### src/rtl/i2c_pkg.sv
// Shared types for the I2C byte master: command codes, FSM states,
// and the transfer direction carried in the address byte.
package i2c_pkg;

    typedef enum logic [2:0] {
        CMD_START     = 3'd0,
        CMD_STOP      = 3'd1,
        CMD_WRITE     = 3'd2,
        CMD_READ_ACK  = 3'd3,
        CMD_READ_NACK = 3'd4
    } i2c_cmd_t;

    typedef enum logic [3:0] {
        IDLE,
        START_A,
        START_B,
        START_C,
        START_D,
        BIT_Q0,
        BIT_Q1,
        BIT_Q2,
        BIT_Q3,
        STOP_A,
        STOP_B,
        STOP_C,
        RESP
    } i2c_state_t;

    typedef enum logic {
        I2C_WRITE = 1'b0,
        I2C_READ  = 1'b1
    } i2c_op_t;

    // Reserved codes, or anything but START while the bus is free
    function automatic logic cmd_illegal(logic [2:0] op, logic owned);
        return (op > 3'(CMD_READ_NACK)) ||
               ((op != 3'(CMD_START)) && !owned);
    endfunction

endpackage

### src/rtl/i2c_byte_master_if.sv
// Command/response handshake between a controller and the byte engine.
// The engine side is the slave modport.
interface i2c_byte_master_if #(
    parameter int DATA_WIDTH = 8
);
    logic                  cmd_valid;
    logic                  cmd_ready;
    logic [2:0]            cmd_op;
    logic [DATA_WIDTH-1:0] cmd_wdata;
    logic                  rsp_valid;
    logic [DATA_WIDTH-1:0] rsp_rdata;
    logic                  rsp_nack;
    logic                  rsp_err;

    modport master (
        output cmd_valid, cmd_op, cmd_wdata,
        input  cmd_ready, rsp_valid, rsp_rdata, rsp_nack, rsp_err
    );

    modport slave (
        input  cmd_valid, cmd_op, cmd_wdata,
        output cmd_ready, rsp_valid, rsp_rdata, rsp_nack, rsp_err
    );
endinterface

### src/rtl/i2c_quarter_timer.sv
// Quarter-period timebase for SCL; holds at zero while a released
// SCL is still being held low by a stretching slave.
module i2c_quarter_timer #(
    parameter int CLK_DIV = 25
) (
    input  logic clk,
    input  logic s_rst,
    input  logic run,
    input  logic hold,
    output logic tick
);
    localparam int CW = $clog2(CLK_DIV);
    localparam logic [CW-1:0] LAST = CW'(CLK_DIV - 1);

    logic [CW-1:0] cnt;

    always_ff @(posedge clk) begin
        if (s_rst || !run || hold) begin
            cnt <= '0;
        end else if (cnt == LAST) begin
            cnt <= '0;
        end else begin
            cnt <= cnt + 1'b1;
        end
    end

    assign tick = run && !hold && (cnt == LAST);

endmodule

### src/rtl/i2c_byte_master.sv
// Single-master I2C byte engine: START/STOP/WRITE/READ commands on an
// open-drain bus with quarter-period timing and clock stretching.
module i2c_byte_master
    import i2c_pkg::*;
#(
    parameter int CLK_DIV        = 25,
    parameter int I2C_DATA_WIDTH = 8
) (
    input  logic             clk,
    input  logic             s_rst,
    i2c_byte_master_if.slave host,
    output logic             bus_owned,
    input  logic             scl_i,
    input  logic             sda_i,
    output logic             scl_low,
    output logic             sda_low
);
    localparam int W  = I2C_DATA_WIDTH;
    localparam int BW = $clog2(W + 1);

    i2c_state_t    state, nxt;
    logic [2:0]    op_q;
    logic [W-1:0]  sh;
    logic [BW-1:0] bit_cnt;
    logic          owned;
    logic          tick, run, hold;
    logic          accept, last_bit, is_rd, slot_sda;
    logic [W-1:0]  rsp_rdata;
    logic          rsp_nack, rsp_err;

    assign accept   = host.cmd_valid && host.cmd_ready;
    assign last_bit = (bit_cnt == BW'(W));
    assign is_rd    = (op_q == 3'(CMD_READ_ACK)) ||
                      (op_q == 3'(CMD_READ_NACK));
    // Ninth slot: release for a write's ACK, or drive our own ACK on reads
    assign slot_sda = last_bit ? (op_q == 3'(CMD_READ_ACK))
                               : (!is_rd && !sh[W-1]);
    assign run      = (state != IDLE) && (state != RESP);
    assign hold     = !scl_low && !scl_i;

    i2c_quarter_timer #(.CLK_DIV(CLK_DIV)) u_timer (
        .clk   (clk),
        .s_rst (s_rst),
        .run   (run),
        .hold  (hold),
        .tick  (tick)
    );

    always_ff @(posedge clk) begin
        if (s_rst) state <= IDLE;
        else       state <= nxt;
    end

    always_comb begin
        nxt = state;
        unique case (state)
            IDLE, RESP: begin
                nxt = IDLE;
                if (accept) begin
                    if (cmd_illegal(host.cmd_op, owned))
                        nxt = RESP;
                    else if (host.cmd_op == 3'(CMD_START))
                        nxt = START_A;
                    else if (host.cmd_op == 3'(CMD_STOP))
                        nxt = STOP_A;
                    else
                        nxt = BIT_Q0;
                end
            end
            START_A: if (tick) nxt = START_B;
            START_B: if (tick) nxt = START_C;
            START_C: if (tick) nxt = owned ? START_D : RESP;
            START_D: if (tick) nxt = RESP;
            BIT_Q0:  if (tick) nxt = BIT_Q1;
            BIT_Q1:  if (tick) nxt = BIT_Q2;
            BIT_Q2:  if (tick) nxt = BIT_Q3;
            BIT_Q3:  if (tick) nxt = last_bit ? RESP : BIT_Q0;
            STOP_A:  if (tick) nxt = STOP_B;
            STOP_B:  if (tick) nxt = STOP_C;
            STOP_C:  if (tick) nxt = RESP;
            default: nxt = IDLE;
        endcase
    end

    always_comb begin
        scl_low        = 1'b0;
        sda_low        = 1'b0;
        host.cmd_ready = 1'b0;
        host.rsp_valid = 1'b0;
        unique case (state)
            IDLE: begin
                scl_low        = owned;
                host.cmd_ready = 1'b1;
            end
            RESP: begin
                scl_low        = owned;
                host.cmd_ready = 1'b1;
                host.rsp_valid = 1'b1;
            end
            START_A: scl_low = owned;
            START_B: sda_low = !owned;
            START_C: begin
                scl_low = !owned;
                sda_low = 1'b1;
            end
            START_D: begin
                scl_low = 1'b1;
                sda_low = 1'b1;
            end
            BIT_Q0: begin
                scl_low = 1'b1;
                sda_low = slot_sda;
            end
            BIT_Q1, BIT_Q2, BIT_Q3: sda_low = slot_sda;
            STOP_A: begin
                scl_low = 1'b1;
                sda_low = 1'b1;
            end
            STOP_B: sda_low = 1'b1;
            default: ;
        endcase
    end

    always_ff @(posedge clk) begin
        if (s_rst) begin
            op_q      <= '0;
            sh        <= '0;
            bit_cnt   <= '0;
            owned     <= 1'b0;
            rsp_rdata <= '0;
            rsp_nack  <= 1'b0;
            rsp_err   <= 1'b0;
        end else begin
            if (accept) begin
                op_q    <= host.cmd_op;
                sh      <= host.cmd_wdata;
                bit_cnt <= '0;
            end else if (state == BIT_Q3 && tick && !last_bit) begin
                sh      <= {sh[W-2:0], sda_i};
                bit_cnt <= bit_cnt + 1'b1;
            end
            if (nxt == RESP) begin
                rsp_err   <= (state == IDLE) || (state == RESP);
                rsp_rdata <= (state == BIT_Q3 && is_rd) ? sh : '0;
                rsp_nack  <= (state == BIT_Q3) &&
                             (op_q == 3'(CMD_WRITE)) && sda_i;
            end
            if (tick && (state == START_C || state == START_D))
                owned <= 1'b1;
            else if (tick && state == STOP_C)
                owned <= 1'b0;
        end
    end

    assign host.rsp_rdata = rsp_rdata;
    assign host.rsp_nack  = rsp_nack;
    assign host.rsp_err   = rsp_err;
    assign bus_owned      = owned;

endmodule

### src/flat_wrapper.sv
// flat-port wrapper written by rule: the top's interface ports become plain ports
module i2c_byte_master_flat import i2c_pkg::*;
#(
    parameter int CLK_DIV        = 25,
    parameter int I2C_DATA_WIDTH = 8
)
  (clk, s_rst, bus_owned, scl_i, sda_i, scl_low, sda_low, host_cmd_valid, host_cmd_op, host_cmd_wdata, host_cmd_ready, host_rsp_valid, host_rsp_rdata, host_rsp_nack, host_rsp_err);
  i2c_byte_master_if #(.DATA_WIDTH(8)) host_i ();
  input  logic clk;
  input  logic s_rst;
  output logic bus_owned;
  input  logic scl_i;
  input  logic sda_i;
  output logic scl_low;
  output logic sda_low;
  input wire logic [$bits(host_i.cmd_valid)-1:0] host_cmd_valid;
  input wire logic [$bits(host_i.cmd_op)-1:0] host_cmd_op;
  input wire logic [$bits(host_i.cmd_wdata)-1:0] host_cmd_wdata;
  output wire logic [$bits(host_i.cmd_ready)-1:0] host_cmd_ready;
  output wire logic [$bits(host_i.rsp_valid)-1:0] host_rsp_valid;
  output wire logic [$bits(host_i.rsp_rdata)-1:0] host_rsp_rdata;
  output wire logic [$bits(host_i.rsp_nack)-1:0] host_rsp_nack;
  output wire logic [$bits(host_i.rsp_err)-1:0] host_rsp_err;
  assign host_i.cmd_valid = host_cmd_valid;
  assign host_i.cmd_op = host_cmd_op;
  assign host_i.cmd_wdata = host_cmd_wdata;
  assign host_cmd_ready = host_i.cmd_ready;
  assign host_rsp_valid = host_i.rsp_valid;
  assign host_rsp_rdata = host_i.rsp_rdata;
  assign host_rsp_nack = host_i.rsp_nack;
  assign host_rsp_err = host_i.rsp_err;
  i2c_byte_master #(.CLK_DIV(CLK_DIV), .I2C_DATA_WIDTH(I2C_DATA_WIDTH)) u_core (.clk(clk), .s_rst(s_rst), .host(host_i), .bus_owned(bus_owned), .scl_i(scl_i), .sda_i(sda_i), .scl_low(scl_low), .sda_low(sda_low));
endmodule
### config.mk
export PLATFORM = sky130hd
export DESIGN_NAME = i2c_byte_master_flat
export DESIGN_NICKNAME = d
export VERILOG_FILES = /design/src/rtl/i2c_pkg.sv /design/src/rtl/i2c_byte_master_if.sv /design/src/rtl/i2c_quarter_timer.sv /design/src/rtl/i2c_byte_master.sv /design/src/flat_wrapper.sv
export SDC_FILE = /design/constraint.sdc
export NUM_CORES = 1
export LEC_CHECK = 0
export ABC_AREA = 0
export CAP_MARGIN = 20
export CORE_ASPECT_RATIO = 0.6
export CORE_UTILIZATION = 37
export DETAILED_ROUTE_END_ITERATION = 10
export SETUP_SLACK_MARGIN = 0.02
export SLEW_MARGIN = 20
export SYNTH_ARGS = -nofsm -noshare
export SYNTH_HDL_FRONTEND = slang
export SYNTH_SLANG_ARGS = --single-unit
### constraint.sdc
create_clock -name clk -period 2.16 [get_ports clk]
set_clock_uncertainty 0.15 [all_clocks]
set_input_delay 0.324 -clock clk [delete_from_list [all_inputs] [get_ports clk]]
set_output_delay 0.324 -clock clk [all_outputs]
set_load 0.03 [all_outputs]
### Word level (Yosys, flattened, before mapping)

Index checks and enable logic that the tools add are counted.

| storage, ports and cells | value |
|---|---|
| register bits | 35 |
| bits in read-only memories | 0 |
| memories | 0 |
| input port bits | 16 |
| bits in latches | 0 |
| word-level logic and storage cells | 101 |
| RAM bits | 0 |

| cells by class | value |
|---|---|
| multipliers | 0 |
| shift operators | 0 |
| divide/modulo/power cells | 0 |
| $add $sub $neg | 2 |
| multiplexer cells | 27 |
| bitwise logic cells | 0 |
| magnitude comparators | 1 |
| eq/ne operators | 20 |
| reductions and logical operators | 42 |

Operator list:

| kind | count |
|---|---|
| 4-bit two-way mux | 16 |
| 4-bit one-hot mux with 11 select lines | 1 |
| 4-bit equality test, second input constant | 7 |
| 8-bit two-way mux | 3 |
| 4-bit by 3-bit equality test with 1-bit output, second input constant | 4 |
| 1-bit logical AND | 14 |
| 4-bit by 2-bit equality test with 1-bit output, second input constant | 2 |
| 1-bit zero test | 8 |
| 2-bit OR reduction | 4 |
| 4-bit OR reduction | 2 |
| 3-bit by 2-bit equality test with 1-bit output, second input constant | 2 |
| 1-bit logical OR | 6 |
| 1-bit one-hot mux with 3 select lines | 2 |
| 3-bit OR reduction | 2 |
| 5-bit by 1-bit adder with 5-bit output, second input constant | 1 |
| 5-bit equality test, second input constant | 1 |
| 1-bit two-way mux | 5 |
| 4-bit by 1-bit adder with 4-bit output, second input constant | 1 |
| 4-bit by 1-bit equality test with 1-bit output, second input constant | 1 |
| 4-bit zero test | 1 |
| 4-bit != test, second input constant | 1 |
| 2-bit nonzero test | 2 |
| 4-bit nonzero test | 1 |
| 3-bit by 1-bit equality test with 1-bit output, second input constant | 1 |
| 4 further kinds | 4 |

### Longest topological paths before layout

| depth | value |
|---|---|
| word-level depth | 12 |
| mapped depth | 10 |
| mapped depth without buffers | 9 |

### Cells and area by module

A second synthesis with hierarchy kept.

| second synthesis, totals | value |
|---|---|
| cell total of the unflattened synthesis | 212 |
| area total of the unflattened synthesis | 1828.0 um2 |

By module, submodules not included:

| module | area each (um2) | sequential area each (um2) | cells each | instances |
|---|---|---|---|---|
| i2c_byte_master | 1602.8 | 600.6 | 189 | 1 |
| i2c_quarter_timer | 225.2 | 100.1 | 23 | 1 |

### Worst setup path before layout

Ideal clock, no wire load.

| path | value |
|---|---|
| kind | register to register |
| from | register u_core.state[1] |
| to | register u_core.sh[0] |
| library setup time | 0.086 ns |
| arrival | 2.378 ns |
| stages on the path, launching flop included | 7 |
| buffers on the path | 2 |
| required time | 1.924 ns |
| slack | -0.453 ns |
| cell sequence | dfxtp_1 buf_4 or2_1 nor3_1 nand2_1 buf_2 a211oi_1 |

| between the ends | value |
|---|---|
| elaborated cells on any way between the ends | 26 |

RTL lines:

| item | line | text |
|---|---|---|
| from (decl) | i2c_byte_master.sv:21 | `i2c_state_t state, nxt;` |
| from (signal assigned) | i2c_byte_master.sv:51 | `else state <= nxt;` |
| 4-bit equality test or 4-bit zero test (tied branches) | i2c_byte_master.sv:90 | `unique case (state)` |
| 2-bit OR reduction (no line) (*) | - |  |
| 1-bit two-way mux (*) | i2c_byte_master.sv:90 |  |
| via host_cmd_ready | flat_wrapper.sv:19 | `output wire logic [$bits(host_i.cmd_ready)-1:0] host_cmd_ready;` |
| 1-bit logical AND (*) | i2c_byte_master.sv:31 | `assign accept = host.cmd_valid && host.cmd_ready;` |
| 8-bit two-way mux or 2-bit nonzero test (tied branches) | - |  |
| to (signal assigned) | i2c_byte_master.sv:136 | `sh <= host.cmd_wdata;` |
| to (signal assigned) | i2c_byte_master.sv:139 | `sh <= {sh[W-2:0], sda_i};` |
| to (decl) | i2c_byte_master.sv:23 | `logic [W-1:0] sh;` |

The timed path passes the listed nets; every way through them passes the cells marked *.
A chain may end at the register's enable or synchronous reset.

### Final worst setup path

| path | value |
|---|---|
| from | register u_core.u_timer.cnt[1] |
| to | register u_core.rsp_rdata[7] (netlist: u_core.host.rsp_rdata[7]) |

| between the ends | value |
|---|---|
| cells in the longest elaborated chain, start to end | 5 |
| elaborated cells on any way between the ends | 14 |

Ends and longest elaborated chain:

| item | line | text |
|---|---|---|
| from (decl) | i2c_quarter_timer.sv:15 | `logic [CW-1:0] cnt;` |
| from (signal assigned) | i2c_quarter_timer.sv:23 | `cnt <= cnt + 1'b1;` |
| 5-bit equality test (*) | i2c_quarter_timer.sv:27 | `assign tick = run && !hold && (cnt == LAST);` |
| 1-bit logical AND (*) | i2c_quarter_timer.sv:27 |  |
| 4-bit two-way mux (tied with other cells) | i2c_byte_master.sv:73, i2c_byte_master.sv:80 |  |
| 4-bit one-hot mux with 11 select lines (*) | i2c_byte_master.sv:56 | `unique case (state)` |
| 4-bit equality test (*) | i2c_byte_master.sv:142 | `if (nxt == RESP) begin` |
| to (signal assigned) | i2c_byte_master.sv:144 | `rsp_rdata <= (state == BIT_Q3 && is_rd) ? sh : '0;` |
| to (decl) | i2c_byte_master.sv:28 | `logic [W-1:0] rsp_rdata;` |

Mark *: on every way between the ends. The rest lies on a longest branch, timed or not.

==> impl_metrics.py <==
metrics = {
    "setup_path": {
        "crit_type": "reg -> reg",
        "startpoint_type": "flop",
        "ff2ff_path_depth": 11,
        "critPathLaunch": "u_core.u_timer.cnt[1]",
        "cp_data_required_time_ns": 2.23,
        "r2r_end": "u_core.host.rsp_rdata[7]",
        "r2r_start": "u_core.u_timer.cnt[1]",
        "reg2reg_slack_ns": -0.18,
        "arrival_ns": 2.40,
        "cp_max_fo": 8,
        "endpoint_kind": "flop",
        "critical_path.endpoint": "u_core.host.rsp_rdata[7]",
    },
    "logic_synthesis": {
        "synthCells": 249,
        "synth_fp_nets": 269,
        "synth-async-reset-ratio": 0,
        "ys.flop_type": "dfxtp_1",
        "ys_ff_latch": 35,
        "synth_area_um2": 2070,
        "syn_area_per_cell_um2": 8.31,
        "yosysUniqueCellTypes": 54,
        "yosys_warnings": 0,
        "synth_edf_count": 0,
        "seq_area_frac_synth": 0.339,
    },
    "timing": {
        "finalHoldViolCount": 0,
        "drv_slew": 0,
        "fin_ws_ns": -0.175,
        "tightestPinTransition_ns": 0.351,
        "layout_min_cycle_time_ns": 2.34,
        "setup_violations": 14,
        "whs_ns": 0.327,
        "max_clock_freq_ghz": 0.428,
        "finalCritPeriodShare": 1.08,
        "rsz0062_at_grt": "true",
        "max-slew-margin-rel": 0.762,
    },
    "route": {
        "route.detailed.drc": 0,
        "drtIter0Drc": 149,
        "wl_um": 6130,
        "post_drt_wl_per_cell_um": 15.3,
        "first_pass_iters": 6,
        "viasPerCell": 5.25,
        "postRouteAntennaNets": 0,
        "vias": 2104,
    },
    "place": {
        "dp_hpwl_um": 4300,
        "dp_slack_ns": -0.449,
        "numPortBuffers": 30,
        "routabilityCongestion": 0.941,
    },
    "finish": {
        "seq_area_um2": 722,
        "drive_gt1_frac": 0.358,
        "fin_nets": 355,
        "multi_input_area_um2": 1410,
        "area_delta_synth_final_pct": 53.0,
        "nFillCells": 462,
        "num_antenna_cells": 0,
    },
    "clock_tree": {
        "clk_pin_slew_ns": 0.07,
        "cts.sinks": 35,
        "clockRootBuffer": "clkbuf_8",
        "cts_tree": "built",
        "h-tree-depth": 2,
        "clock_latency_ns": 0.29,
        "hold_buffers": 0,
        "numCtsBuffers": 5,
        "clockBufferDepth": 2,
    },
    "global_routing": {
        "track_usage": 0.220,
        "grt_max_degree": 20,
        "grt_pass1_vias": 1912,
        "antenna_found_initial": 0,
        "grt_overflow_total": 0,
        "grt_pass1_wl_um": 9820,
    },
    "die": {
        "fp.dieH_um": 59.9,
        "core_um2": 5230,
        "die_area_um2": 5900,
        "die_x_um": 98.5,
        "start_util": 0.395,
        "io_pins": 31,
        "rows": 20,
    },
    "worst_hold_path": {
        "hp-class": "reg -> reg",
    },
    "run_status": {
        "violations": "setup timing",
        "status": "finished, violations left",
    },
    "power_and_ir_drop": {
        "irDropWorstVdd_v": 0.000278,
        "static-leakage-power_nw": 1.25,
        "power_density_nw_per_um2": 616,
    },
    "flow_run": {
        "cap_violations": 0,
    },
}
-- final cells by class --
cell class | instances | share of cell area
clock inverters | 2 | 0.0119
inverters | 8 | 0.00949
flip-flops and latches | 35 | 0.228
clock buffers | 5 | 0.0217
multi-input cells | 192 | 0.444
well taps | 66 | 0.0261
repair buffers | 93 | 0.259
-- per-stage QoR --
step / total power, mW / area (µm²) / cells / util / TNS (ns)
2_1_floorplan: 1.06 / 2090 / 249 / - / -0.643
3_3_place_gp: 1.28 / 2730 / 377 / 0.522 / -6.45
3_5_place_dp: 1.28 / 2730 / 377 / 0.522 / -6.98
4_1_cts: 1.91 / 2970 / 389 / 0.567 / -1.57
5_1_grt: 2.05 / 3160 / 401 / 0.605 / -2.80
6_report: 1.95 / 3160 / 401 / 0.605 / -1.70
-- cells in the mapped netlist, drive strengths merged, types with 2 or more instances --
| library cell | instances | area, µm² |
|---|---|---|
| a21oi | 14 | 70.1 |
| and3 | 5 | 36.3 |
| a21boi | 2 | 18.8 |
| and2b | 4 | 30.0 |
| xnor2 | 3 | 26.3 |
| a221oi | 2 | 17.5 |
| o21ai | 12 | 60.1 |
| mux2i | 18 | 180 |
| a211oi | 9 | 67.6 |
| nor2b | 5 | 31.3 |
| ha | 4 | 50.1 |
| o211ai | 4 | 35.0 |
| xor2 | 4 | 35.0 |
| a31oi | 5 | 31.3 |
| nand4 | 4 | 25.0 |
| dfxtp | 35 | 701 |
| nor2 | 25 | 110 |
| nor3 | 6 | 30.0 |
| nand3b | 2 | 15.0 |
| nand3 | 7 | 35.0 |
| nand2 | 26 | 97.6 |
| a21o | 3 | 22.5 |
| inv | 8 | 30.0 |
| buf | 8 | 66.3 |
| nand2b | 9 | 56.3 |
| clkbuf | 6 | 22.5 |
-- worst max-delay path, cell delays in order (launching register included) --
cell	delay, ns
dfxtp_2	0.34
inv_2	0.05
ha_4	0.15
and4b_2	0.25
buf_6	0.12
nand4_1	0.07
a31oi_1	0.04
a311oi_1	0.26
buf_4	0.15
a21bo_4	0.25
nor2_8	0.21
mux2i_1	0.22
-- logic make-up (layout without fill, tap and decap cells) --
logic type / after synthesis / in the layout / synth area share
buf+inv: 22 / 108 / 0.0575
flops: 35 / 35 / 0.339
simple gates: 102 / 102 / 0.260
compound gates: 60 / 60 / 0.198
fa+ha+maj: 5 / 5 / 0.0290
mux: 18 / 18 / 0.0871
xor+xnor: 7 / 7 / 0.0296
-- timing repair --
action / in CTS / in global routing
hold endpoints to repair: 0 / 0
buffers inserted: 4 / 12
cloned: 1 / 0
pin swaps: 4 / 13
gates resized for setup: 31 / 29
endpoints found under the setup margin: 25 / 21
-- routing by layer --
metal,up-vias,routed length (µm),track usage
li1,1064,-,-
met1,992,3350,0.341
met2,46,2510,0.299
met3,2,236,0.0468
met4,0,35,0.0576
met5,-,0,0
-- flip-flops by register name, summed over array words and instances, names as in the netlist --
name	count
u_core.bit_cnt	4
u_core.bus_owned	1
u_core.u_timer.cnt	5
u_core.sh	8
u_core.state	4
u_core.op_q	3
u_core.host.rsp_nack	1
u_core.host.rsp_err	1
u_core.host.rsp_rdata	8
-- power by group --
group          internal, mW  total (mW)  switching [mW]
combinational         0.310       0.637           0.327
clock                 0.337       0.582           0.245
sequential            0.686       0.731          0.0450
-- layout by cell type, fill, tap and decap left out, types with 2 or more instances in the layout --
cell type        count
buf_4               53
clkdlybuf4s50_1     26
nand2_1             25
dfxtp_1             24
nor2_1              23
mux2i_1             17
a21oi_1             12
buf_6               12
nand2b_1             9
a211oi_1             9
dfxtp_2              8
o21ai_0              7
nand3_1              7
inv_2                6
nor3_1               5
clkbuf_8             5
and2b_1              4
o21ai_2              4
nor2b_1              4
and3_1               4
a31oi_1              4
nand4_1              4
xor2_1               4
a21o_1               3
o211ai_1             3
dfxtp_4              3
a21oi_2              2
nand3b_1             2
inv_1                2
a221oi_2             2
xnor2_1              2
ha_4                 2
ha_1                 2
-- worst min path at each step --
stage / start / to / slack, ns / depth (start not counted)
after floorplan: u_core.u_timer.cnt[0] / u_core.u_timer.cnt[0] / 0.27 / 1
after global placement: u_core.sh[5] / u_core.host.rsp_rdata[5] / 0.31 / 2
after detailed placement: u_core.host.rsp_rdata[7] / u_core.host.rsp_rdata[7] / 0.32 / 2
after CTS: u_core.sh[4] / u_core.host.rsp_rdata[4] / 0.33 / 2
after global routing: u_core.host.rsp_rdata[3] / u_core.host.rsp_rdata[3] / 0.35 / 2
final: u_core.sh[5] / u_core.host.rsp_rdata[5] / 0.33 / 2
Note: power is estimated with default switching activity, not from simulation.
